==> src/rtl/mcu_pkg.sv <==
// rtl/mcu_pkg.sv - shared microcontroller constants: instruction width, opcodes, fetch states
package mcu_pkg;

    localparam int INSTR_W = 12;

    localparam logic [3:0] OP_NOP  = 4'h0;
    localparam logic [3:0] OP_STO  = 4'h7;
    localparam logic [3:0] OP_JMP  = 4'h8;
    localparam logic [3:0] OP_JMPZ = 4'h9;
    localparam logic [3:0] OP_JMPO = 4'hA;
    localparam logic [3:0] OP_SEI  = 4'hC;
    localparam logic [3:0] OP_INVB = 4'hD;
    localparam logic [3:0] OP_CALL = 4'hE;
    localparam logic [3:0] OP_RET  = 4'hF;

    typedef enum logic [1:0] {
        ST_IDLE  = 2'd0,
        ST_FETCH = 2'd1,
        ST_LATCH = 2'd2,
        ST_EXEC  = 2'd3
    } fetch_state_t;

endpackage

==> src/rtl/fetch_unit.sv <==
// rtl/fetch_unit.sv - instruction fetch stage: program counter, ROM read, opcode/operand issue
//
// Ports:
//   clock, reset_n       - system clock, asynchronous active-low reset
//   run                  - level, enables fetching; 0 parks in IDLE after current instruction
//   stall                - level, holds the issued instruction in EXEC
//   pc_load/value        - one-cycle redirect from the control unit; beats everything
//   rom_en/addr/data     - synchronous program ROM port (data one cycle after enable)
//   command, data        - opcode / operand, NOP/zero outside EXEC
//   instr_valid          - command/data carry a live instruction
//   pc_ret               - pc+1, return address for call/interrupt
module fetch_unit
    import mcu_pkg::*;
#(
    parameter int ADDR_W = 8,
    parameter int OP_W   = 4,
    parameter int ARG_W  = 8
) (
    input  logic              clock,
    input  logic              reset_n,
    input  logic              run,
    input  logic              stall,
    input  logic              pc_load,
    input  logic [ADDR_W-1:0] pc_load_value,
    output logic              rom_en,
    output logic [ADDR_W-1:0] rom_addr,
    input  logic [OP_W+ARG_W-1:0] rom_data,
    output logic [OP_W-1:0]   command,
    output logic [ARG_W-1:0]  data,
    output logic              instr_valid,
    output logic [ADDR_W-1:0] pc_ret
);

    localparam logic [ADDR_W-1:0] PC_ONE = {{(ADDR_W-1){1'b0}}, 1'b1};

    fetch_state_t      state_q, state_d;
    logic [ADDR_W-1:0] pc_q, pc_d;
    logic [ADDR_W-1:0] addr_q;
    logic [OP_W-1:0]   cmd_q, cmd_d;
    logic [ARG_W-1:0]  arg_q, arg_d;

    always_ff @(posedge clock or negedge reset_n) begin
        if (!reset_n) begin
            state_q <= ST_IDLE;
            pc_q    <= '0;
            addr_q  <= '0;
            cmd_q   <= '0;
            arg_q   <= '0;
        end else begin
            state_q <= state_d;
            pc_q    <= pc_d;
            cmd_q   <= cmd_d;
            arg_q   <= arg_d;
            // Remember the last issued address so rom_addr holds while the ROM is idle.
            if (state_q == ST_FETCH) begin
                addr_q <= pc_q;
            end
        end
    end

    always_comb begin
        state_d = state_q;
        pc_d    = pc_q;
        cmd_d   = cmd_q;
        arg_d   = arg_q;
        if (pc_load) begin
            // Redirect wins over stall and drops any word captured or in flight.
            pc_d    = pc_load_value;
            cmd_d   = '0;
            arg_d   = '0;
            state_d = run ? ST_FETCH : ST_IDLE;
        end else begin
            case (state_q)
                ST_IDLE: begin
                    if (run) begin
                        state_d = ST_FETCH;
                    end
                end
                ST_FETCH: begin
                    state_d = ST_LATCH;
                end
                ST_LATCH: begin
                    cmd_d   = rom_data[OP_W+ARG_W-1:ARG_W];
                    arg_d   = rom_data[ARG_W-1:0];
                    state_d = ST_EXEC;
                end
                ST_EXEC: begin
                    if (!stall) begin
                        pc_d    = pc_q + PC_ONE;
                        state_d = run ? ST_FETCH : ST_IDLE;
                    end
                end
                default: begin
                    state_d = ST_IDLE;
                end
            endcase
        end
    end

    assign rom_en      = (state_q == ST_FETCH);
    assign rom_addr    = rom_en ? pc_q : addr_q;
    assign instr_valid = (state_q == ST_EXEC);
    assign command     = instr_valid ? cmd_q : OP_NOP[OP_W-1:0];
    assign data        = instr_valid ? arg_q : '0;
    assign pc_ret      = pc_q + PC_ONE;

endmodule

==> config.mk <==
export PLATFORM = sky130hd
export DESIGN_NAME = fetch_unit
export DESIGN_NICKNAME = d
export VERILOG_FILES = /design/src/rtl/mcu_pkg.sv /design/src/rtl/fetch_unit.sv
export SDC_FILE = /design/constraint.sdc
export NUM_CORES = 1
export LEC_CHECK = 0
export ABC_AREA = 1
export CORE_MARGIN = 2
export CORE_UTILIZATION = 32
export CTS_BUF_LIST = sky130_fd_sc_hd__clkbuf_8
export DETAILED_ROUTE_END_ITERATION = 6
export SYNTH_ARGS = -nofsm -noshare
export SYNTH_HDL_FRONTEND = slang
export SYNTH_SLANG_ARGS = --single-unit
==> constraint.sdc <==
create_clock -name clock -period 1.15 [get_ports clock]
set_input_delay 0.1725 -clock clock [delete_from_list [all_inputs] [get_ports clock]]
set_output_delay 0.1725 -clock clock [all_outputs]
set_load 0.005 [all_outputs]
# Word-level counts from Yosys, hierarchy flattened
# Cells that the tools add are included.
# op_classes
n_eq_ne	6
n_mux	15
n_reduce_logical	5
add_sub_neg	1
# op_table
op	count
8-bit 2-to-1 mux	7
4-bit 2-to-1 mux	3
8-bit by 1-bit adder with 8-bit output (second input constant)	1
2-bit case mux with 4 select lines	1
2-bit 2-to-1 mux	3
3-bit inequality test (second input constant)	2
2-bit equality test (second input constant)	2
2-bit AND reduction	2
2-bit nonzero test	2
2-bit by 1-bit equality test with 1-bit output (second input constant)	1
2-bit zero test	1
2-bit by 1-bit inequality test with 1-bit output (second input constant)	1
1-bit 2-to-1 mux	1
# word_totals
out_inout_bits	30
register_bits	30
word_cells	32

# Depth between registers and ports, before layout
# Gate-level depths: netlist of run 1.
# depth
word_depth	4
depth_mapped	7
depth_no_buf	7

# Least setup slack after synthesis of run 1
# No wires, ideal clock.
# synth_timing
path_kind	flip-flop to output port
start	register state_q[1]
end	output rom_addr[2]
arrival_ns	1.177
path_buffers	1
path_stages_with_launch	6
path_slack_ns	-0.199
required_ns	0.978
cell_sequence	dfrtp_1 -> inv_1 -> ha_1 -> buf_2 -> nor2_1 -> a21oi_1
# synth_between
elab_chain_len	2
# synth_lines
element	line_no	text
start: declaration	fetch_unit.sv:36	fetch_state_t state_q, state_d;
start signal: assignment	fetch_unit.sv:50	state_q <= state_d;
2-bit by 1-bit equality test with 1-bit output	fetch_unit.sv:100	assign rom_en = (state_q == ST_FETCH);
named net rom_en	fetch_unit.sv:25	output logic rom_en,
8-bit 2-to-1 mux	fetch_unit.sv:101	assign rom_addr = rom_en ? pc_q : addr_q;
end: declaration	fetch_unit.sv:26	output logic [ADDR_W-1:0] rom_addr,
# The timed path passes the listed nets, and every way through them passes these cells.

# Worst setup path in the final report of run 1
# layout_timing
start	register state_q[0]
end	output command[1]
# layout_between
elab_chain_len	2
# layout_lines
element	line_no	text
2-bit equality test	fetch_unit.sv:102	assign instr_valid = (state_q == ST_EXEC);
4-bit 2-to-1 mux	fetch_unit.sv:103	assign command = instr_valid ? cmd_q : OP_NOP[OP_W-1:0];
end: declaration	fetch_unit.sv:28	output logic [OP_W-1:0] command,
# Every way passes these cells.

==> impl_metrics.csv, run 1 <==
group,metric,value,unit
power_and_ir_drop,peakVddDrop,0.000997,V
worst_setup_path,cp_max_fo,7,
floorplan,rows,26,
clock_network,cts.sinks,30,
global_route,antenna_found_initial,0,
sta,setup_viol,59,
worst_setup_path,r2r_setup_slack,-0.51,ns
global_route,grt_pass1_vias,1729,
power_and_ir_drop,power.density,2120,nW/um^2
synth,synth_seq_area_share,45.6,%
floorplan,io_pins,55,
detailed_routing,antenna_left,0,
global_route,grt_max_degree,31,
status,violations,"negative setup slack",
global_route,grt_first_pass_wirelength,8260,um
worst_hold_path,min_path_type,"in2async",
detailed_routing,drc,0,
sta,fin_crit_sh,144,%
clock_network,cts_max_level,2,
sta,maxSlewViolCount,0,
worst_setup_path,arrival,1.48,ns
detailed_routing,routed_wl,5490,um
clock_network,clockRootBuffer,"clkbuf_8",
floorplan,initial_utilization,32.7,%
clock_network,clk_pin_slew,0.07,ns
detailed_routing,drt_iter0_drc,80,
synth,syn_area,1650,sq um
cells_and_area,nets,362,
clock_network,clockBufferDepth,2,
sta,worst_slew_pin_slew,0.378,ns
worst_setup_path,crit_path_start_kind,"flop",
cells_and_area,drive_gt1_share,58.7,%
detailed_routing,vias_per_cell,4.43,
sta,fmax,0.603,GHz
synth,synth_area_leaders,"dfrtp_1 46%, nand2_1 10%, inv_1 8.0%, nand3_1 6.4%, o21ai_2 5.3%",
floorplan,dieArea,5740,sq um
clock_network,insertion_delay,0.29,ns
global_route,grt_overflow,0,
worst_setup_path,ff2ff_path_depth,9,
sta,setup_ws,-0.507,ns
sta,slew_headroom,74.5,%
sta,min_period,1.66,ns
synth,yosys_register_bits,30,
synth,avgSynthCellArea,7.88,sq um
cells_and_area,diodes,0,
floorplan,coreArea,5040,sq um
power_and_ir_drop,p_leak,1.68,nW
synth,netlist_instances,209,
clock_network,cts_buffers,5,
synth,yosysTopAreaCell,"dfrtp_1",
detailed_routing,wl_per_cell,13.7,um
cells_and_area,final_cell_mix,"44 x buf_6, 30 x buf_4, 27 x nand2_1",
worst_setup_path,r2r_start,"state_q[0]$_DFFE_PN0P_",
sta,final.setup_skew,0.00735,ns
clock_network,postCtsHoldBufs,0,
worst_setup_path,cp-end-kind,"output port",
cells_and_area,area_delta_synth_final,102,%
worst_setup_path,critPathKind,"reg2out",
cells_and_area,utilization,66.1,%
synth,yosysWarnings,0,
cells_and_area,final_common_cell,"buf_6",
floorplan,chipHeight,75.7,um
power_and_ir_drop,p_total,7.06,mW
run,cap_violations,0,
status,status,"complete, but fails checks",
global_route,grt_usage,19.6,%
placed_design,port_buffers,54,
worst_setup_path,r2r_end,"pc_q[4]$_DFFE_PN0P_",
detailed_routing,vias,1782,
worst_setup_path,critPathRequiredTime,0.98,ns
synth,synth_top_area_share,45.6,%
clock_network,cts_tree,"built",
synth,synth_fp_nets,240,
placed_design,place_congestion,0.812,
sta,rsz0062_at_grt,"yes",
sta,hold_viol_final,0,
synth,ys_types,26,
detailed_routing,detail_route.first_pass.iterations,4,
placed_design,place_hpwl,3280,um
floorplan,die-width,75.7,um
[worst max-delay path: stages, from the launching register on]
cell and delay (ns):
dfrtp_2 0.43, buf_6 0.13, ha_4 0.17, buf_12 0.15, buf_6 0.12, nand2_4 0.05
inv_2 0.03, buf_2 0.11
[layer usage]
layer	global-route usage, %	share of wire [%]
met2	33.0	53
met1	24.5	43
met5	0	0
met4	6.63	0.58
met3	4.89	3.3
[synth_stat cells]
| master | instances |
|---|---|
| inv_2 | 2 |
| or2_1 | 1 |
| nand2_1 | 45 |
| o21ai_1 | 5 |
| o21ai_0 | 7 |
| o21a_1 | 1 |
| buf_2 | 2 |
| buf_4 | 2 |
| o21ai_2 | 10 |
| clkbuf_1 | 2 |
| nand4_1 | 1 |
| mux2_2 | 2 |
| dfrtp_1 | 30 |
| o22ai_1 | 1 |
| xnor2_1 | 1 |
| o21ai_4 | 1 |
| inv_4 | 1 |
| a21oi_1 | 6 |
| nor2_1 | 23 |
| nor3_1 | 1 |
| buf_6 | 1 |
| a31oi_1 | 1 |
| inv_1 | 35 |
| nand3_1 | 21 |
| ha_1 | 6 |
| xor2_1 | 1 |
[kinds of logic after synthesis]
logic type / Yosys count / synth area share, %
buf+inv: 45 / 11.5
flops: 30 / 45.6
fa+ha+maj: 6 / 4.56
compound gates: 32 / 13.0
simple gates: 92 / 22.9
mux: 2 / 1.37
xor+xnor: 2 / 1.06
[area by class of cell]
class                           count  area (sq um)
Clock buffer                        5          68.8
Inverter                           38           160
Sequential cell                    30           757
Multi-Input combinational cell    134          1050
Clock inverter                      3          40.0
Timing Repair inverter              1          7.51
Tap cell                           70          87.6
Timing Repair Buffer              121          1160
Fill cell                         416          1710
[sequential cells by signal, indices dropped and copies added (netlist names)]
register,count
arg_q,8
state_q,2
pc_q,8
cmd_q,4
addr_q,8
[per-stage QoR]
stage | setup TNS [ns] | std cells | hold WS (ns) | setup slack (ns) | cell area, sq um
finish | -19.93 | 402 | 0.238 | -0.507 | 3330
global placement | -18.20 | 358 | 0.490 | -0.486 | 2570
global route | -23.27 | 402 | 0.256 | -0.583 | 3330
detailed placement | -18.85 | 358 | 0.484 | -0.533 | 2570
floorplan | -0.990 | 209 | -0.123 | -0.0625 | 1740
CTS | -18.56 | 394 | 0.247 | -0.506 | 3090
[report_power, final]
part	internal, mW	switching [mW]	total, mW	leakage, nW
registers	1.39	0.290	1.68	0.371
clock network	0.637	0.424	1.06	0.0579
logic	2.50	1.81	4.31	1.25
total	4.53	2.52	7.06	1.68
[timing repair]
action | in CTS | in global routing
setup buffers | 30 | 11
cloned | 0 | 1
pin swaps | 25 | 15
gates resized for setup | 216 | 47
endpoints found under the setup margin | 54 | 58
hold endpoints to repair | 0 | 0
[worst max-delay path by stage]
stage,cells past startpoint,endpoint,from,slack [ns]
6_report,7,command[1],state_q[0]$_DFFE_PN0P_,-0.51
5_1_grt,9,pc_q[4]$_DFFE_PN0P_,state_q[0]$_DFFE_PN0P_,-0.58
4_1_cts,5,rom_addr[3],state_q[1]$_DFFE_PN0P_,-0.51
3_5_place_dp,5,rom_addr[0],state_q[1]$_DFFE_PN0P_,-0.53
3_3_place_gp,4,rom_addr[3],state_q[1]$_DFFE_PN0P_,-0.49
2_1_floorplan,5,arg_q[2]$_DFFE_PN0P_,state_q[0]$_DFFE_PN0P_,-0.06
(Power assumes the default switching activity.)
==> run 2: changes to the inputs <==
- PLACE_DENSITY: unset -> 0.68
==> impl_metrics.csv, run 2 (synthesis results as in run 1) <==
group,metric,value,unit
worst_setup_path,arrival,1.47,ns
worst_setup_path,r2r_end,"pc_q[4]$_DFFE_PN0P_",
worst_setup_path,cp-end-kind,"output port",
detailed_routing,detail_route.first_pass.iterations,4,
floorplan,io_pins,55,
cells_and_area,final_common_cell,"buf_6",
clock_network,cts_tree,"built",
power_and_ir_drop,peakVddDrop,0.000924,V
detailed_routing,vias,1834,
cells_and_area,nets,364,
placed_design,pre_cts_slack,-0.511,ns
sta,slew_headroom,77.5,%
sta,setup_viol,56,
worst_setup_path,r2r_start,"state_q[0]$_DFFE_PN0P_",
worst_setup_path,path_cells,"inv_2 > ha_4 > buf_12 > mux2_4 > buf_6",
worst_setup_path,critPathRequiredTime,0.98,ns
floorplan,initial_utilization,32.7,%
worst_setup_path,r2r_setup_slack,-0.39,ns
global_route,antenna_found_initial,0,
sta,worst_slew_pin_slew,0.337,ns
clock_network,insertion_delay,0.29,ns
sta,min_period,1.65,ns
clock_network,cts_max_level,2,
worst_setup_path,crit_path_start_kind,"flop",
detailed_routing,drc,0,
clock_network,cts.sinks,30,
floorplan,die-width,75.7,um
detailed_routing,vias_per_cell,4.54,
sta,fmax,0.607,GHz
sta,fin_crit_sh,143,%
status,violations,"negative setup slack",
detailed_routing,wl_per_cell,13.2,um
detailed_routing,antenna_left,0,
floorplan,dieArea,5740,sq um
cells_and_area,final_cell_mix,"38 x buf_6, 36 x buf_4, 31 x nand2_1",
worst_hold_path,min_path_type,"in2async",
worst_setup_path,cp_max_fo,4,
global_route,grt_overflow,0,
status,status,"complete, but fails checks",
sta,holdWs,0.211,ns
global_route,grt_max_degree,20,
floorplan,rows,26,
sta,setup-tns-final,-20.03,ns
clock_network,cts_buffers,5,
cells_and_area,area_delta_synth_final,97.7,%
clock_network,clockBufferDepth,2,
cells_and_area,nFillCells,395,
cells_and_area,drive_gt1_share,57.2,%
worst_setup_path,cpPeakStageDelay,0.42,ns
cells_and_area,top_regs,"addr_q (8), arg_q (8), pc_q (8)",
placed_design,place_area,2580,sq um
worst_setup_path,critPathKind,"reg2out",
sta,hold_viol_final,0,
sta,maxSlewViolCount,0,
detailed_routing,routed_wl,5320,um
clock_network,postCtsHoldBufs,0,
global_route,grt_usage,19.2,%
cells_and_area,finalInstanceArea,3260,sq um
cells_and_area,diodes,0,
sta,final.setup_skew,0.00680,ns
floorplan,coreArea,5040,sq um
worst_setup_path,ff2ff_path_depth,9,
sta,setup_ws,-0.496,ns
power_and_ir_drop,p_leak,1.61,nW
placed_design,place_hpwl,3260,um
floorplan,chipHeight,75.7,um
sta,rsz0062_at_grt,"yes",
global_route,grt_first_pass_wirelength,8240,um
worst_setup_path,critPathLaunch,"state_q[1]$_DFFE_PN0P_",
run,cap_violations,0,
worst_setup_path,slowest_stage,"dfrtp_2",
clock_network,clk_pin_slew,0.07,ns
worst_setup_path,endpoint,"rom_addr[3]",
placed_design,port_buffers,54,
placed_design,place_congestion,0.785,
global_route,grt_pass1_vias,1771,
power_and_ir_drop,power.density,2090,nW/um^2
clock_network,clockRootBuffer,"clkbuf_8",
detailed_routing,drt_iter0_drc,64,
==> run 2: changes by cell type in the layout (fill, tap and decap cells not counted), moves of 4 or more <==
cell     before  now
buf_6        44   38
inv_1        22   26
nand3_2       2    6
nand2_1      27   31
buf_2        17   21
nand2_4       9    3
buf_4        30   36
nor2_2        4    9
==> run 2: final cells by class <==
cell class	count	area [sq um]	area share, %
timing repair buffer	124	1140	35.0
inverter	38	160	4.92
tap	70	87.6	2.69
clock buffer	6	82.6	2.54
clock inverter	2	8.76	0.269
sequential	30	754	23.2
multi-input combinational	134	1020	31.4
==> run 2: metrics by stage <==
stage	instances	util, %	total power, mW
5_1_grt	404	64.6	7.23
2_1_floorplan	209	-	2.94
3_5_place_dp	360	51.1	4.36
4_1_cts	397	60.6	6.23
6_report	404	64.6	6.79
3_3_place_gp	360	51.1	4.31
==> run 2: worst min path at each step <==
stage	from	cells after the start	slack, ns	end
after global routing	reset_n	2	0.24	addr_q[0]$_DFF_PN0_
after CTS	reset_n	2	0.22	addr_q[0]$_DFF_PN0_
after detailed placement	addr_q[1]$_DFF_PN0_	1	0.48	addr_q[1]$_DFF_PN0_
after global placement	addr_q[3]$_DFF_PN0_	1	0.49	addr_q[3]$_DFF_PN0_
final	reset_n	2	0.21	addr_q[0]$_DFF_PN0_
after floorplan	reset_n	0	-0.12	addr_q[0]$_DFF_PN0_
==> run 2: per-layer routing <==
metal	routed length (um)	vias to the layer above	global-route usage, %
li1	-	905	-
met1	2330	878	26.3
met2	2760	42	30.8
met3	179	9	3.57
met4	63	0	5.85
met5	0	-	0
==> run 2: power breakdown <==
| part | switching (mW) | internal (mW) | total (mW) |
|---|---|---|---|
| Clock | 0.417 | 0.473 | 0.891 |
| Sequential | 0.258 | 1.39 | 1.64 |
| Combinational | 1.81 | 2.45 | 4.26 |
| Total | 2.48 | 4.31 | 6.79 |
==> run 2: timing repair <==
action / 4_1_cts / 5_1_grt
gates resized for setup: 197 / 43
cloned: 0 / 0
buffers inserted: 33 / 8
hold endpoints to repair: 0 / 0
endpoints found under the setup margin: 54 / 57
pin swaps: 25 / 17
==> run 2: worst max-delay path: cells and delay by family, from the launching register on <==
family | cells | cell delay [ns]
fa+ha+maj | 1 | 0.15
buf+inv | 3 | 0.32
flops | 1 | 0.42
mux | 1 | 0.30
==> run 3: changes to the inputs <==
- SLEW_MARGIN: unset -> 20
==> results of run 3 <==
Final layout, timing and power as in run 2 (identical DEF).
